--- config.mk ---
export PLATFORM = sky130hd
export DESIGN_NAME = mmc3_scanline_irq
export DESIGN_NICKNAME = d
export VERILOG_FILES = /design/src/rtl/mmc3_scanline_irq.sv
export SDC_FILE = /design/constraint.sdc
export NUM_CORES = 1
export LEC_CHECK = 0
export ABC_AREA = 1
export CAP_MARGIN = 20
export CORE_UTILIZATION = 51
export DETAILED_ROUTE_END_ITERATION = 10
export HOLD_SLACK_MARGIN = 0.02
export MAX_ROUTING_LAYER = met4
export PLACE_DENSITY = 0.85
export SLEW_MARGIN = 20
export SYNTH_ARGS = -nofsm -noshare
export SYNTH_HDL_FRONTEND = slang
export SYNTH_SLANG_ARGS = --single-unit
--- constraint.sdc ---
create_clock -name m2 -period 3.7 [get_ports m2]
set_input_delay 1.11 -clock m2 [delete_from_list [all_inputs] [get_ports m2]]
set_output_delay 1.11 -clock m2 [all_outputs]
set_load 0.02 [all_outputs]
--- src/rtl/mmc3_scanline_irq.sv ---
// mmc3_scanline_irq
//   Scanline IRQ generator for MMC3-class mappers. It counts filtered rising
//   edges of PPU A12 and pulls the cartridge IRQ line low when the programmed
//   scanline count expires. All state updates on the falling edge of CPU M2.
//
// Parameters
//   A12_FILTER : consecutive low samples of A12 needed before a high sample
//                counts as a clock (1..7).
//   REV_A      : 0 = new/Sharp (IRQ whenever the counter is 0 after a clock),
//                1 = old/NEC (IRQ only when the counter decrements to 0, or
//                    reloads to 0 from reload=1 with a nonzero old counter).
//
// Ports
//   m2          : CPU M2, the only clock (falling edge active)
//   rst_n       : asynchronous reset, active low
//   enable      : mapper-select qualifier, 0 = synchronous clear
//   romsel      : active-low $8000-$FFFF select
//   cpu_rw_in   : 1 = read, 0 = write
//   cpu_addr_in : CPU A14..A0
//   cpu_data_in : CPU data
//   ppu_a12     : PPU address bit 12
//   irq         : active-low IRQ request (registered)
//   counter     : current scanline counter, for debug
module mmc3_scanline_irq #(
  parameter int A12_FILTER = 3,
  parameter int REV_A      = 0
) (
  input  logic        m2,
  input  logic        rst_n,
  input  logic        enable,
  input  logic        romsel,
  input  logic        cpu_rw_in,
  input  logic [14:0] cpu_addr_in,
  input  logic [7:0]  cpu_data_in,
  input  logic        ppu_a12,
  output logic        irq,
  output logic [7:0]  counter
);

  localparam logic [2:0] FILT = 3'(A12_FILTER);

  logic [7:0] latch_q, latch_d;
  logic [7:0] counter_q, counter_d;
  logic       reload_q, reload_d;
  logic       irq_en_q, irq_en_d;
  logic       pending_q, pending_d;
  logic       irq_q, irq_d;
  logic [2:0] low_cnt_q, low_cnt_d;

  // Only A14, A13 and A0 take part in register decode.
  logic unused_addr;
  assign unused_addr = ^cpu_addr_in[12:1];

  logic       wr;
  logic [2:0] sel;
  logic       a12_clk;
  logic       step_dec;
  logic [7:0] step_cnt;
  logic       irq_en_eff;
  logic       pend_ok;

  assign wr      = ~romsel & ~cpu_rw_in;
  assign sel     = {cpu_addr_in[14:13], cpu_addr_in[0]};
  assign a12_clk = ppu_a12 && (low_cnt_q >= FILT);

  // Step result always uses the old latch, so a $C000 write on the same
  // edge only affects later reloads.
  assign step_dec = (counter_q != 8'd0) && !reload_q;
  assign step_cnt = step_dec ? counter_q - 8'd1 : latch_q;

  // A $E001 write landing on the clock edge already counts as enabled.
  assign irq_en_eff = irq_en_q | (wr && sel == 3'b111);

  // Old-style parts only fire on a real decrement or a forced reload from a
  // nonzero counter; new-style parts fire on any zero result.
  assign pend_ok = (REV_A == 0) ? 1'b1
                 : (step_dec || (reload_q && counter_q != 8'd0));

  always_comb begin
    latch_d   = latch_q;
    counter_d = counter_q;
    reload_d  = reload_q;
    irq_en_d  = irq_en_q;
    pending_d = pending_q;
    low_cnt_d = low_cnt_q;

    // A12 low-run filter; a high sample always restarts the run.
    if (ppu_a12)               low_cnt_d = 3'd0;
    else if (low_cnt_q < FILT) low_cnt_d = low_cnt_q + 3'd1;

    if (wr && sel == 3'b100) latch_d = cpu_data_in;

    // $C001 beats a coincident A12 clock: that clock is simply lost.
    if (wr && sel == 3'b101) begin
      counter_d = 8'd0;
      reload_d  = 1'b1;
    end else if (a12_clk) begin
      counter_d = step_cnt;
      reload_d  = 1'b0;
      if (step_cnt == 8'd0 && irq_en_eff && pend_ok) pending_d = 1'b1;
    end

    if (wr && sel == 3'b111) irq_en_d = 1'b1;

    // Acknowledge is applied last so it wins over a same-edge pending set.
    if (wr && sel == 3'b110) begin
      irq_en_d  = 1'b0;
      pending_d = 1'b0;
    end

    if (!enable) begin
      latch_d   = 8'd0;
      counter_d = 8'd0;
      reload_d  = 1'b0;
      irq_en_d  = 1'b0;
      pending_d = 1'b0;
      low_cnt_d = 3'd0;
    end

    irq_d = ~pending_d;
  end

  always_ff @(negedge m2 or negedge rst_n) begin
    if (!rst_n) begin
      latch_q   <= 8'd0;
      counter_q <= 8'd0;
      reload_q  <= 1'b0;
      irq_en_q  <= 1'b0;
      pending_q <= 1'b0;
      irq_q     <= 1'b1;
      low_cnt_q <= 3'd0;
    end else begin
      latch_q   <= latch_d;
      counter_q <= counter_d;
      reload_q  <= reload_d;
      irq_en_q  <= irq_en_d;
      pending_q <= pending_d;
      irq_q     <= irq_d;
      low_cnt_q <= low_cnt_d;
    end
  end

  assign irq     = irq_q;
  assign counter = counter_q;

endmodule

### Yosys cells after proc, flatten, opt, wreduce, memory -nomap -nowiden

Cells that the tools add are included.

* add/sub/neg operators: 2
* $lt $le $gt $ge: 2
* equality and inequality tests: 8
* multiplexer cells: 20
* bitwise operators: 5
* reduce and logical (&&, ||, !) cells: 10

Operators with widths (count)
* two-way mux 8 bit: 6
* equality test 3 bit, second input constant: 4
* two-way mux 1 bit: 11
* two-way mux 3 bit: 3
* inequality test 3 x 1 -> 1 bit, second input constant: 3
* logical NOT 8 bit: 1
* nonzero test 8 bit: 1
* subtractor 8 x 1 -> 8 bit, second input constant: 1
* logical AND 1 bit: 7
* adder 3 x 1 -> 3 bit, second input constant: 1
* >= comparator 3 x 2 -> 1 bit, second input constant: 1
* < comparator 3 x 2 -> 1 bit, second input constant: 1
* inverter 1 bit: 3
* inequality test 2 x 1 -> 1 bit, second input constant: 1
* bitwise AND 1 bit: 1
* logical NOT 1 bit: 1
* OR 1 bit: 1

* flip-flop bits (word level): 23
* input port bits: 29

### Longest topological paths before layout

* depth after elaboration: 11
* depth in mapped cells: 12

==> run_results.csv <==
group,metric,value,unit
place,globalplace.congestion,0.899,
logic_synthesis,synth_cells,175,
critical_path,end_kind,"primary output",
die,core.rowCount,18,
logic_synthesis,synth_fp_nets,208,
global_routing,grt_max_degree,17,
logic_synthesis,yosys-top-cells-area,"dfrtn_1, nand2_1, inv_1, nand3_1, o21ai_0",
clocking,cts_inserted_buffers,3,
global_routing,track_usage,28.8,%
critical_path,slowest_stage,"dfstp_2",
critical_path,worstSetupStartpointType,"flop",
critical_path,worst-path-max-fanout,1,
layout,area_delta_synth_final,51.1,%
timing,hold_slack,0.449,ns
clocking,insertion_delay,0.38,ns
route,drc,0,
die,coreArea,2480,um^2
die,io_pins,38,
pwr,ir_worst_vdd,0.000227,V
global_routing,grt_pass1_vias,1347,
route,drt_iter0_drc,37,
timing,hold_viol_final,0,
pwr,power_density,251,nW/um^2
critical_path,crit_family,"flip-flops",
hold_path,hp-start,"low_cnt_q[0]",
layout,layout-drive-gt1-share,36.1,%
critical_path,path_class,"flop to primary output",
timing,skew,0.0648,ns
logic_synthesis,synth_seq_cells,23,
logic_synthesis,async_flop_share,100,%
hold_path,min-delay-path-class,"flop to flop",
route,wire_per_inst,14.7,um
critical_path,cp_num_buf_inv,1,
critical_path,crit_chain,"buf_6",
timing,rsz0062_at_grt,"yes",
die,die_h,53.3,um
global_routing,gr-total-overflow,0,
critical_path,required,2.59,ns
job,cap_violations,0,
die,die_area,2840,um^2
clocking,hold_buffers,0,
logic_synthesis,yosysWarnings,0,
global_routing,antenna_found_initial,0,
timing,drv_slew,0,
layout,final_nets,264,
layout,n_antenna_cell,0,
logic_synthesis,yosys.cell_types.count,24,
logic_synthesis,syn-cell-area,1340,um^2
layout,fill_cells,155,
timing,tns,-1.62,ns
route,routed_wl,3830,um
timing,finalSetupViolCount,18,
outcome,status,"finished with violations",
logic_synthesis,syn_area_per_cell,7.68,um^2
clocking,cts_tree,"done",
logic_synthesis,synth.most_common_cell,"nand2_1",
die,fp.dieW,53.3,um
logic_synthesis,synth_top_area_share,41.0,%
route,final_antenna_net_count,0,
outcome,violations,"negative setup slack",
die,start_util,54.2,%
clocking,clk_path_buf_depth,2,
place,hpwl,2600,um
timing,fin_ws,-0.268,ns
clocking,htreeDepth,1,
route,dr.pass1.iters,4,
clocking,clock-sinks,23,
route,num_vias,1408,
timing,max_slew_margin,79.6,%
logic_synthesis,ys.flop_type,"dfrtn_1",
timing,tightest_slew,0.305,ns
logic_synthesis,synth_edf_count,0,
critical_path,startpoint,"irq",
critical_path,max_stage_delay,0.52,ns
route,viasPerCell,5.42,
logic_synthesis,synth_top_cell_by_area,"dfrtn_1",
logic_synthesis,ys_seq_area_share,42.9,%
place,portBuffers,25,
global_routing,grt_pass1_wl,5640,um
logic_synthesis,synth_common_cells,"nand2_1, inv_1, dfrtn_1",
pwr,leakage,1.00,nW
critical_path,cp.arrival,2.86,ns
critical_path,rr_startpoint,"counter[1]",
clocking,clk_pin_slew,0.09,ns
clocking,cts-root-buf,"clkbuf_4",
[final cells by class]
class / instances / area, um^2 / share of cell area, %
inverter: 35 / 131 / 6.47
timing repair buffer: 52 / 484 / 23.8
tap: 30 / 37.5 / 1.85
clock inverter: 1 / 3.75 / 0.185
clock buffer: 4 / 26.3 / 1.29
sequential: 23 / 577 / 28.4
multi-input combinational: 115 / 771 / 38.0
[per-layer routing]
metal	track usage, %	part of all wire, %	up-vias
met5	-	0	-
met4	14.5	3.3	0
met3	4.31	4.8	14
met2	54.2	56	56
met1	28.1	36	666
li1	-	-	672
[registers in the layout, summed over array words and instances, names as in the netlist]
name,flops
pending_q,1
counter,8
reload_q,1
irq_en_q,1
latch_q,8
low_cnt_q,3
irq,1
[path summary, 6_finish.rpt]
| path | end | slack (ns) | cells past startpoint |
|---|---|---|---|
| worst max register to register | pending_q | 1.68 | 13 |
| worst min-delay path | low_cnt_q[0] | 0.45 | 1 |
| worst max-delay path | irq | -0.27 | 1 |
| max in group asynchronous | reload_q | 0.57 | 2 |
| worst min register to register | low_cnt_q[0] | 0.45 | 1 |
| min in group asynchronous | counter[1] | 2.99 | 2 |
[stage by stage]
step                std cells  util (%)  worst slack [ns]  power [W]  cell area, um^2
floorplan                 175         -           -0.0733   0.000325             1370
global placement          243      71.9            -0.662   0.000369             1780
detailed placement        243      71.9            -0.677   0.000374             1780
CTS                       255      76.8            -0.261   0.000495             1900
global route              260      82.0            -0.298   0.000532             2030
finish                    260      82.0            -0.268   0.000510             2030
[power breakdown]
part,total (W),internal [W],switching [W],leakage [nW]
registers,0.000268,0.000263,0.00000558,0.309
logic,0.000113,0.0000496,0.0000631,0.673
clock network,0.000129,0.0000437,0.0000856,0.0203
total,0.000510,0.000356,0.000154,1.00
[placed cells by master, fill, tap and decap left out, drive strengths merged, types with 2 or more instances in the layout]
cell type      synthesis  routed
o22ai                  9       9
nand4                  2       2
nand2                 38      38
ha                     4       4
o21ai                 14      14
inv                   36      36
nor2                  16      16
nand3                 22      23
clkbuf                 0       7
clkdlybuf4s50          0       9
xor2                   2       2
buf                    2      38
a21oi                  5       5
dfrtn                 22      22
[cells by family (layout without fill, tap and decap cells)]
kind of cell | count (synthesis) | after routing | synth area share, %
AO/OA/AOI/OAI | 30 | 30 | 13.2
flip-flops | 23 | 23 | 42.9
XOR/XNOR | 2 | 2 | 1.30
adder cells (fa/ha/maj) | 4 | 4 | 3.72
buffers and inverters | 38 | 92 | 10.9
AND/OR/NAND/NOR | 78 | 79 | 27.9
[repair_timing]
action,4_1_cts,5_1_grt
pin swaps,7,19
resized for setup,76,26
buffers inserted,7,5
cloned,1,0
setup endpoints to repair,31,21
No activity file was read; power rests on OpenSTA's default activity.
